<file path="src/rtl/uart_arb_pkg.sv">
// Shared definitions for the UART transmit arbiter: FSM state encoding,
// byte width and the sizing helper for the mid-packet idle counter.
package uart_arb_pkg;

    localparam int BYTE_W = 8;

    localparam logic [1:0] ST_IDLE = 2'd0;
    localparam logic [1:0] ST_LOAD = 2'd1;
    localparam logic [1:0] ST_SEND = 2'd2;
    localparam logic [1:0] ST_WAIT = 2'd3;

    // Number of bits needed to hold the value max_count (at least 1).
    function automatic int timeout_width(input int max_count);
        int w;
        w = 1;
        while ((1 << w) <= max_count) begin
            w = w + 1;
        end
        return w;
    endfunction

endpackage

</file>
<file path="src/rtl/rr_arbiter.sv">
// Combinational round-robin selector. The search starts at the requester
// just after the pointer and wraps, so the last owner has lowest priority.
module rr_arbiter #(
    parameter int N_REQ = 4,
    parameter int PTR_W = $clog2(N_REQ)
) (
    input  logic [N_REQ-1:0] i_req,
    input  logic [PTR_W-1:0] i_ptr,
    output logic [N_REQ-1:0] o_grant
);

    logic [PTR_W-1:0] w_idx;
    logic             w_found;

    // Walk the requesters in priority order and grant the first one asserted.
    always_comb begin
        o_grant = '0;
        w_found = 1'b0;
        w_idx   = '0;
        for (int off = 1; off <= N_REQ; off++) begin
            w_idx = PTR_W'((int'(i_ptr) + off) % N_REQ);
            if (!w_found && i_req[w_idx]) begin
                o_grant[w_idx] = 1'b1;
                w_found        = 1'b1;
            end
        end
    end

endmodule

</file>
<file path="src/rtl/uart_tx_arbiter.sv">
// Shares one UART transmitter among N_REQ byte sources. Arbitration is
// round-robin per packet: once a requester wins, it keeps the transmitter
// until its Last byte completes or it stays silent for TIMEOUT load cycles.
module uart_tx_arbiter
    import uart_arb_pkg::*;
#(
    parameter int N_REQ   = 4,
    parameter int TIMEOUT = 1023
) (
    input  logic                    Clk,
    input  logic                    Rst,
    input  logic [N_REQ-1:0]        i_Req,
    input  logic [N_REQ-1:0]        i_Last,
    input  logic [BYTE_W*N_REQ-1:0] i_Data,
    output logic [N_REQ-1:0]        o_Ack,
    output logic [N_REQ-1:0]        o_Grant,
    output logic                    o_fTx,
    output logic [BYTE_W-1:0]       o_Data,
    input  logic                    i_fReady,
    input  logic                    i_fDone,
    output logic                    o_Busy
);

    localparam int PTR_W = $clog2(N_REQ);
    localparam int TO_W  = timeout_width(TIMEOUT);

    logic [1:0]        r_state;
    logic [PTR_W-1:0]  r_ptr;
    logic [PTR_W-1:0]  r_owner;
    logic              r_last;
    logic [TO_W-1:0]   r_cnt;

    logic [N_REQ-1:0]  w_gnt;
    logic [PTR_W-1:0]  w_idx;
    logic              w_own_req;
    logic              w_own_last;
    logic [BYTE_W-1:0] w_own_data;
    logic              w_timeout;

    rr_arbiter #(
        .N_REQ (N_REQ),
        .PTR_W (PTR_W)
    ) u_rr (
        .i_req   (i_Req),
        .i_ptr   (r_ptr),
        .o_grant (w_gnt)
    );

    // Encode the one-hot winner so the owner can be stored as an index.
    always_comb begin
        w_idx = '0;
        for (int k = 0; k < N_REQ; k++) begin
            if (w_gnt[k]) begin
                w_idx = PTR_W'(k);
            end
        end
    end

    // Route the current owner's request, last flag and byte.
    always_comb begin
        w_own_req  = 1'b0;
        w_own_last = 1'b0;
        w_own_data = '0;
        for (int k = 0; k < N_REQ; k++) begin
            if (r_owner == PTR_W'(k)) begin
                w_own_req  = i_Req[k];
                w_own_last = i_Last[k];
                w_own_data = i_Data[k*BYTE_W +: BYTE_W];
            end
        end
    end

    // Last idle load cycle before the lock is dropped.
    always_comb begin
        w_timeout = (r_cnt == TO_W'(TIMEOUT - 1));
    end

    // Main FSM; every output is a register updated with the state transition.
    always_ff @(posedge Clk or posedge Rst) begin
        if (Rst) begin
            r_state <= ST_IDLE;
            r_ptr   <= PTR_W'(N_REQ - 1);
            r_owner <= '0;
            r_last  <= 1'b0;
            r_cnt   <= '0;
            o_Grant <= '0;
            o_Ack   <= '0;
            o_fTx   <= 1'b0;
            o_Data  <= '0;
            o_Busy  <= 1'b0;
        end else begin
            o_fTx <= 1'b0;
            o_Ack <= '0;
            case (r_state)
                ST_IDLE: begin
                    if (|i_Req) begin
                        o_Grant <= w_gnt;
                        r_owner <= w_idx;
                        o_Busy  <= 1'b1;
                        r_state <= ST_LOAD;
                    end
                end
                ST_LOAD: begin
                    // A transmitter that is not ready freezes everything,
                    // including the idle counter.
                    if (i_fReady) begin
                        if (w_own_req) begin
                            o_Data  <= w_own_data;
                            r_last  <= w_own_last;
                            o_fTx   <= 1'b1;
                            o_Ack   <= o_Grant;
                            r_cnt   <= '0;
                            r_state <= ST_SEND;
                        end else if (w_timeout) begin
                            r_ptr   <= r_owner;
                            o_Grant <= '0;
                            o_Busy  <= 1'b0;
                            r_cnt   <= '0;
                            r_state <= ST_IDLE;
                        end else begin
                            r_cnt <= r_cnt + TO_W'(1);
                        end
                    end
                end
                ST_SEND: begin
                    r_state <= ST_WAIT;
                end
                ST_WAIT: begin
                    if (i_fDone) begin
                        if (r_last) begin
                            r_ptr   <= r_owner;
                            o_Grant <= '0;
                            o_Busy  <= 1'b0;
                            r_state <= ST_IDLE;
                        end else begin
                            r_state <= ST_LOAD;
                        end
                    end
                end
                default: begin
                    r_state <= ST_IDLE;
                end
            endcase
        end
    end

endmodule

</file>
<file path="config.mk">
export PLATFORM = sky130hd
export DESIGN_NAME = uart_tx_arbiter
export DESIGN_NICKNAME = d
export VERILOG_FILES = /design/src/rtl/uart_arb_pkg.sv /design/src/rtl/rr_arbiter.sv /design/src/rtl/uart_tx_arbiter.sv
export SDC_FILE = /design/constraint.sdc
export NUM_CORES = 1
export LEC_CHECK = 0
export ABC_AREA = 1
export CAP_MARGIN = 5
export CORE_MARGIN = 2
export CORE_UTILIZATION = 40
export CTS_BUF_LIST = sky130_fd_sc_hd__clkbuf_4 sky130_fd_sc_hd__clkbuf_8 sky130_fd_sc_hd__clkbuf_16
export DETAILED_ROUTE_END_ITERATION = 12
export PLACE_DENSITY_LB_ADDON = 0.15
export SLEW_MARGIN = 20
export SYNTH_ARGS = -nofsm -noshare
export SYNTH_HDL_FRONTEND = slang
export SYNTH_SLANG_ARGS = --single-unit
</file>
<file path="constraint.sdc">
create_clock -name Clk -period 1.9 [get_ports Clk]
set_input_delay 0.475 -clock Clk [delete_from_list [all_inputs] [get_ports Clk]]
set_output_delay 0.475 -clock Clk [all_outputs]
set_load 0.05 [all_outputs]
</file>
==> summary.txt, run 1 <==
Floorplan
  • FP Rows: 27
  • Die height: 78.37 µm
  • I/O pin count: 62
  • Die X: 78.37 µm
  • Die area: roughly 6100 µm²
  • Starting Density: 40.67%
  • Placeable Area: about 5400 µm²

Yosys
  • Commonest cells post-synth: 96 x nand2_1, 33 x dfrtp_1, 31 x inv_1
  • Compound-Gate Fraction of Synth Area: 10.63%
  • Syn avg cell area: 7.398 µm²
  • Post-Synth Adder-Cell Area: 5.656%
  • Cell taking the most area after synthesis: dfrtp_1
  • Asr flop ratio synth: 100.0%
  • Cell variety after synth: 29
  • Mux cell area share after synthesis: 0%
  • Count leader, synth: nand2_1
  • Synth top area share: 37.33%
  • Number of synthesized flops with an enable pin: 0
  • Post-Synthesis Cells: roughly 300
  • Ys flop type: dfrtp_1
  • Mapped Area: 2212 µm²
  • Seq cells post-synth: 35
  • Largest family of logic cells by synthesized area: simple AND/OR/NAND/NOR gates
  • Largest cells by area after synthesis: dfrtp_1 37%, nand2_1 16%, nand3_1 6.6%, ha_1 5.7%, inv_1 5.3%
  • Xor/xnor cell area share of the yosys netlist: less than 1%
  • Syn nets: 353
  • YS warnings: 0
  • Post-synthesis simple-gate area fraction: 36.09%
  • Seq/Total Area, Yosys: 39.71%

Setup path
  • CP Launch Type: flip-flop
  • Max stage delay on crit path: 560 ps
  • CP Cell Sequence: clkinvlp_4, ha_4, inv_4, nand3_1, nand2_2, nand2_4, nor2_4, nand2_1, nand3_4, nor2_4, a21oi_2
  • Worst path required time: 2120 ps
  • CP delay by family, top: simple AND/OR/NAND/NOR gates
  • Critical path class: flip-flop to flip-flop
  • CP max stage cell: dfstp_2
  • WP buf/inv: 2
  • Reg2Reg Setup Slack: -9 ps
  • Worst Setup End Kind: flip-flop
  • Crit-path most repeated cell: nor2_4
  • Critical path fanouts, max: 3
  • Critical Path AT: between 2000 and 2500 ps

Pwr
  • Total net switching power: 2.572 mW
  • Clock power frac: 12.9%
  • Combinational Power Share: roughly 64%
  • Reg power frac: 23.0%
  • Pwr Density: 1599 nW/µm²
  • Internal Power: 2.637 mW
  • Leakage: 1.563 nW
  • IR Drop Worst-Case VDD: 975.0 µV
  • Sw Share: 49.38%

Placed design
  • Gp weighted congestion: 0.8984
  • DP Worst Slack: -287.2 ps
  • Detailed placement HPWL: 4264 µm
  • Port-buffer cells: 61
  • DP Area: ~3100 µm²

STA
  • Max Freq: 0.5239 GHz
  • Final WS setup: -8.645 ps
  • Skew final: about 7.7 ps
  • Rel. slew slack: 76.57%
  • Finish-stage setup viols: 1
  • Worst-Margin Slew: about 350 ps
  • Unrepaired setup endpoints after global routing: yes
  • Period utilization: 100.5%
  • Hold Vio Cnt, Final: 0
  • Fin crit period: around 1900 ps
  • Setup TNS: -8.645 ps
  • Pins Over Slew Limit: 0

CTS
  • TritonCTS Sinks: 35
  • Clk slew on worst S/H paths: roughly 80 ps
  • H-tree levels: 2
  • Clk buf depth: 2
  • CTS tree: done
  • # hold bufs at CTS: 0
  • Worst skew pair latency: 290 ps
  • CTS Root Buffer Type: clkbuf_8
  • CTS buffer count: 5

Run
  • Max_cap viols: 0

Drt
  • Via count: 2170
  • Final antenna-violating net count: 0
  • Average vias per placed instance: 4.728
  • Routed len/inst: 11.95 µm
  • Initial DRT Pass Iterations: 4
  • Total wire length: roughly 5500 µm
  • Starting DRC count in detailed routing: 114
  • DRC violations left: 0

Global route
  • Initial antenna violation count: 0
  • Pin count of the biggest net entering global routing: 36
  • GRT Overall Usage: a little under a fifth
  • First-pass GRT wire length: just over 9000 µm
  • GRT overflow: 0
  • Vias in the first global route: 2034

Outcome
  • Failing checks: negative setup slack
  • Status: finished, violations left

Final layout
  • Final nets: 440
  • Design area: about 3300 µm²
  • Number of diodes: 0
  • Layout area overhead: 47.28%
  • Layout cells sized above 1: roughly a quarter

Worst hold path
  • Worst Hold Class: flip-flop to flip-flop
-- path summary, 6_finish.rpt --
kind | from | end | depth (start not counted)
max | r_ptr[0] | r_owner[1] | 11
min | o_Data[4] | o_Data[4] | 2
max reg2reg | r_ptr[0] | r_owner[1] | 11
min reg2reg | o_Data[4] | o_Data[4] | 2
max in group asynchronous | Rst | r_ptr[1] | 3
min in group asynchronous | Rst | o_Ack[0] | 3
-- sequential cells by signal (all words and copies together) (netlist names), named ones only --
| register | count |
|---|---|
| o_Ack | 4 |
| o_Busy | 1 |
| o_Data | 8 |
| o_Grant | 4 |
| o_fTx | 1 |
| r_cnt | 10 |
| r_last | 1 |
| r_owner | 2 |
| r_ptr | 2 |
| r_state | 1 |
-- routing by layer --
| metal | GRT usage [%] | vias to the layer above | part of all wire, % |
|---|---|---|---|
| met1 | 24.40 | 964 | 46 |
| met3 | 5.172 | 6 | 5.1 |
| met5 | 0 | - | 0 |
| li1 | - | 1139 | - |
| met4 | 5.789 | 0 | 1.5 |
| met2 | 31.03 | 61 | 47 |
-- metrics by stage --
stage / power, mW / hold WS [ps] / cells / utilization, %
6_report: 5.209 / 493.6 / 459 / 59.90
5_1_grt: 5.643 / 518.0 / 459 / 59.90
4_1_cts: 5.008 / 497.8 / 456 / 58.66
3_5_place_dp: 4.290 / 480.1 / 448 / 56.38
3_3_place_gp: 4.248 / 472.4 / 448 / 56.38
2_1_floorplan: 3.389 / 455.7 / 299 / -
-- cell type report --
type	instances	area, µm²
Clock buffer	5	68.82
Clock inverter	3	43.79
Fill cell	515	2181
Inverter	34	136.4
Multi-Input combinational cell	227	1296
Sequential cell	35	879.6
Tap cell	72	90.09
Timing Repair Buffer	83	743.2
-- timing repair --
item | in CTS | in global routing
gates resized for setup | 3 | 16
pin swaps | 5 | 16
buffers inserted | 0 | 3
setup endpoints to repair | 1 | 20
-- cells in the final DEF, fill, tap and decap left out, types with 7 or more instances in the layout --
master           synthesis  layout
ha_1                    10       9
clkdlybuf4s50_1          0      43
nor2_1                  24      21
nand3_1                 29      26
o21ai_2                 10      10
o21ai_0                  9       7
a21oi_1                 11       9
inv_1                   31      28
buf_4                    1      39
nand2_1                 96      90
nand2_2                  4       7
nand4_1                  7       7
dfrtp_1                 33      32
-- cell families after synthesis --
logic type,after synthesis
compound gates,36
xor+xnor,2
fa+ha+maj,10
buf+inv,37
flops,35
simple gates,179
-- worst register-to-register path, delay by kind of cell, from the launching register on --
kind | cells | cell delay, ps
adder cells (fa/ha/maj) | 1 | 280
AO/OA/AOI/OAI | 1 | 140
AND/OR/NAND/NOR | 7 | 680
buffers and inverters | 2 | 180
flip-flops | 1 | 560
-- power groups by stage --
stage          Clock [mW]  Combinational [mW]  Sequential, mW
4_1_cts             0.689                3.12            1.20
3_3_place_gp            0                3.04            1.21
6_report            0.674                3.34            1.20
2_1_floorplan           0                1.77            1.61
5_1_grt             0.722                3.69            1.24
3_5_place_dp            0                3.08            1.21
(Power assumes the default switching activity.)
==> run 2: changes to the inputs <==
--- a/config.mk
+++ b/config.mk
@@ -6,9 +6,8 @@
 export NUM_CORES = 1
 export LEC_CHECK = 0
 export ABC_AREA = 1
-export CAP_MARGIN = 5
 export CORE_MARGIN = 2
-export CORE_UTILIZATION = 40
+export CORE_UTILIZATION = 35
 export CTS_BUF_LIST = sky130_fd_sc_hd__clkbuf_4 sky130_fd_sc_hd__clkbuf_8 sky130_fd_sc_hd__clkbuf_16
 export DETAILED_ROUTE_END_ITERATION = 12
 export PLACE_DENSITY_LB_ADDON = 0.15
==> summary.txt, run 2 (synthesis gave the netlist of run 1 again) <==
Outcome
  • Status: complete, no violations

Setup path
  • Critical Path AT: approximately 2000 ps
  • Critical path fanouts, max: 3
  • Reg2reg start: r_ptr[0]
  • Worst path required time: 2110 ps
  • CP Launch Type: flip-flop
  • Critical path class: flip-flop to flip-flop
  • Worst Setup End Kind: flip-flop
  • Reg2Reg Setup Slack: 80 ps
  • Worst reg2reg path endpoint: r_owner[1]
  • Reg2Reg Depth: 11

Final layout
  • Most frequent cells in the layout: 92 x nand2_1, 43 x clkdlybuf4s50_1, 39 x buf_4
  • Layout cells sized above 1: 24.03%
  • Number of diodes: 0
  • Final nets: 440
  • Final Util: 53.36%
  • Biggest register: r_cnt
  • Design area: 3216 µm²
  • Largest registers: r_cnt x10, o_Data x8
  • Commonest non-fill, non-tap cell in the layout: nand2_1
  • Layout area overhead: 45.36%
  • Max reg flops: 10

Worst hold path
  • Hold_sp: o_Busy
  • Worst Hold Class: flip-flop to flip-flop
  • Hold path endpoint: o_Busy
  • Hold path depth: 2

Pwr
  • Pwr Density: 1540 nW/µm²
  • IR Drop Worst-Case VDD: 753.1 µV
  • Leakage: 1.548 nW

Floorplan
  • I/O pin count: between 60 and 70
  • Placeable Area: 6026 µm²
  • Die area: 6972 µm²
  • Die height: 83.50 µm
  • Starting Density: 36.71%
  • FP Rows: 28
  • Die X: 83.50 µm

Drt
  • Initial DRT Pass Iterations: 4
  • DRC violations left: 0
  • Total wire length: 5459 µm
  • Detail Route met2 WL: 2359 µm
  • Met3 wire len: 350 µm
  • Final antenna-violating net count: 0
  • Top sig layer: met4
  • Starting DRC count in detailed routing: between 90 and 100
  • Routed len/inst: 11.82 µm
  • Routed length on met1: 2671 µm
  • Via count: 2199
  • Average vias per placed instance: 4.760

CTS
  • Worst skew pair latency: 280 ps
  • Clk buf depth: 2
  • TritonCTS Sinks: 35
  • # hold bufs at CTS: 0
  • CTS tree: done
  • CTS buffer count: 5
  • H-tree levels: 2
  • Clk slew on worst S/H paths: 70 ps
  • CTS Root Buffer Type: clkbuf_8

STA
  • Rel. slew slack: 78.26%
  • Skew final: approximately 9.2 ps
  • Hold Vio Cnt, Final: 0
  • Worst-Margin Slew: 326.0 ps
  • Unrepaired setup endpoints after global routing: yes
  • Fin crit period: 1824 ps
  • Max Freq: 0.5483 GHz
  • Final WS setup: 76.06 ps
  • Pins Over Slew Limit: 0
  • Hold_ws: between 400 and 500 ps
  • Period utilization: 96.00%
  • Finish-stage setup viols: 0
  • Setup TNS: 0 ps

Placed design
  • Gp weighted congestion: 0.8096
  • Detailed placement HPWL: 4376 µm
  • Port-buffer cells: 61
  • DP Area: 3085 µm²
  • DP Worst Slack: -262.8 ps

Global route
  • Vias in the first global route: 2034
  • Pin count of the biggest net entering global routing: 36
  • Initial antenna violation count: 0
  • First-pass GRT wire length: 9335 µm
  • GRT overflow: 0
  • GRT Overall Usage: 16.38%

Run
  • Max_cap viols: 0
==> run 2: how the worst max path moves through the flow <==
stage | start | endpoint | slack [ps]
finish | r_ptr[0] | r_owner[1] | 80
global route | r_ptr[0] | r_owner[0] | -60
CTS | r_ptr[0] | r_owner[1] | 10
detailed placement | i_Req[1] | o_Data[6] | -260
global placement | i_Req[1] | o_Data[7] | -190
floorplan | r_ptr[0] | r_owner[0] | -60
==> run 2: area by class of cell <==
cell class,count,area [µm²]
Sequential cell,35,878.3
Fill cell,609,2810
Multi-Input combinational cell,227,1275
Tap cell,75,93.84
Inverter,34,136.4
Timing Repair Buffer,83,743.2
Clock inverter,1,5.005
Clock buffer,7,83.83
==> run 2: power by group <==
group	leakage (nW)	switching, mW	total [mW]	internal [mW]
clock network	0.0491	0.254	0.540	0.286
registers	0.452	0.193	1.19	0.993
logic	1.05	2.02	3.23	1.20
total	1.55	2.47	4.95	2.48
==> run 2: per-stage QoR <==
stage          std cells  total power [mW]
2_1_floorplan        299             3.389
6_report             462             4.952
3_5_place_dp         453             4.324
4_1_cts              461             4.869
3_3_place_gp         453             4.292
5_1_grt              462             5.406
==> run 2: repair_timing <==
| action | in CTS | in global routing |
|---|---|---|
| gates resized for setup | 0 | 12 |
| setup buffers | 0 | 1 |
| setup endpoints to repair | 0 | 24 |
==> run 2: layer usage <==
| layer | global-route usage [%] | up-vias |
|---|---|---|
| li1 | - | 1143 |
| met1 | 22.98 | 983 |
| met2 | 24.63 | 65 |
| met3 | 4.550 | 8 |
| met4 | 4.985 | 0 |
| met5 | 0 | - |
==> run 2: worst max-delay path: stages, from the launching register on <==
cell        delay [ps]
dfstp_2            560
clkinvlp_4         110
ha_4               270
inv_4               60
nand3_1             80
nand2_2            130
nand2_4             70
nor2_4             120
nand2_1             70
nand3_2            110
nor2_4              40
a21oi_1            130
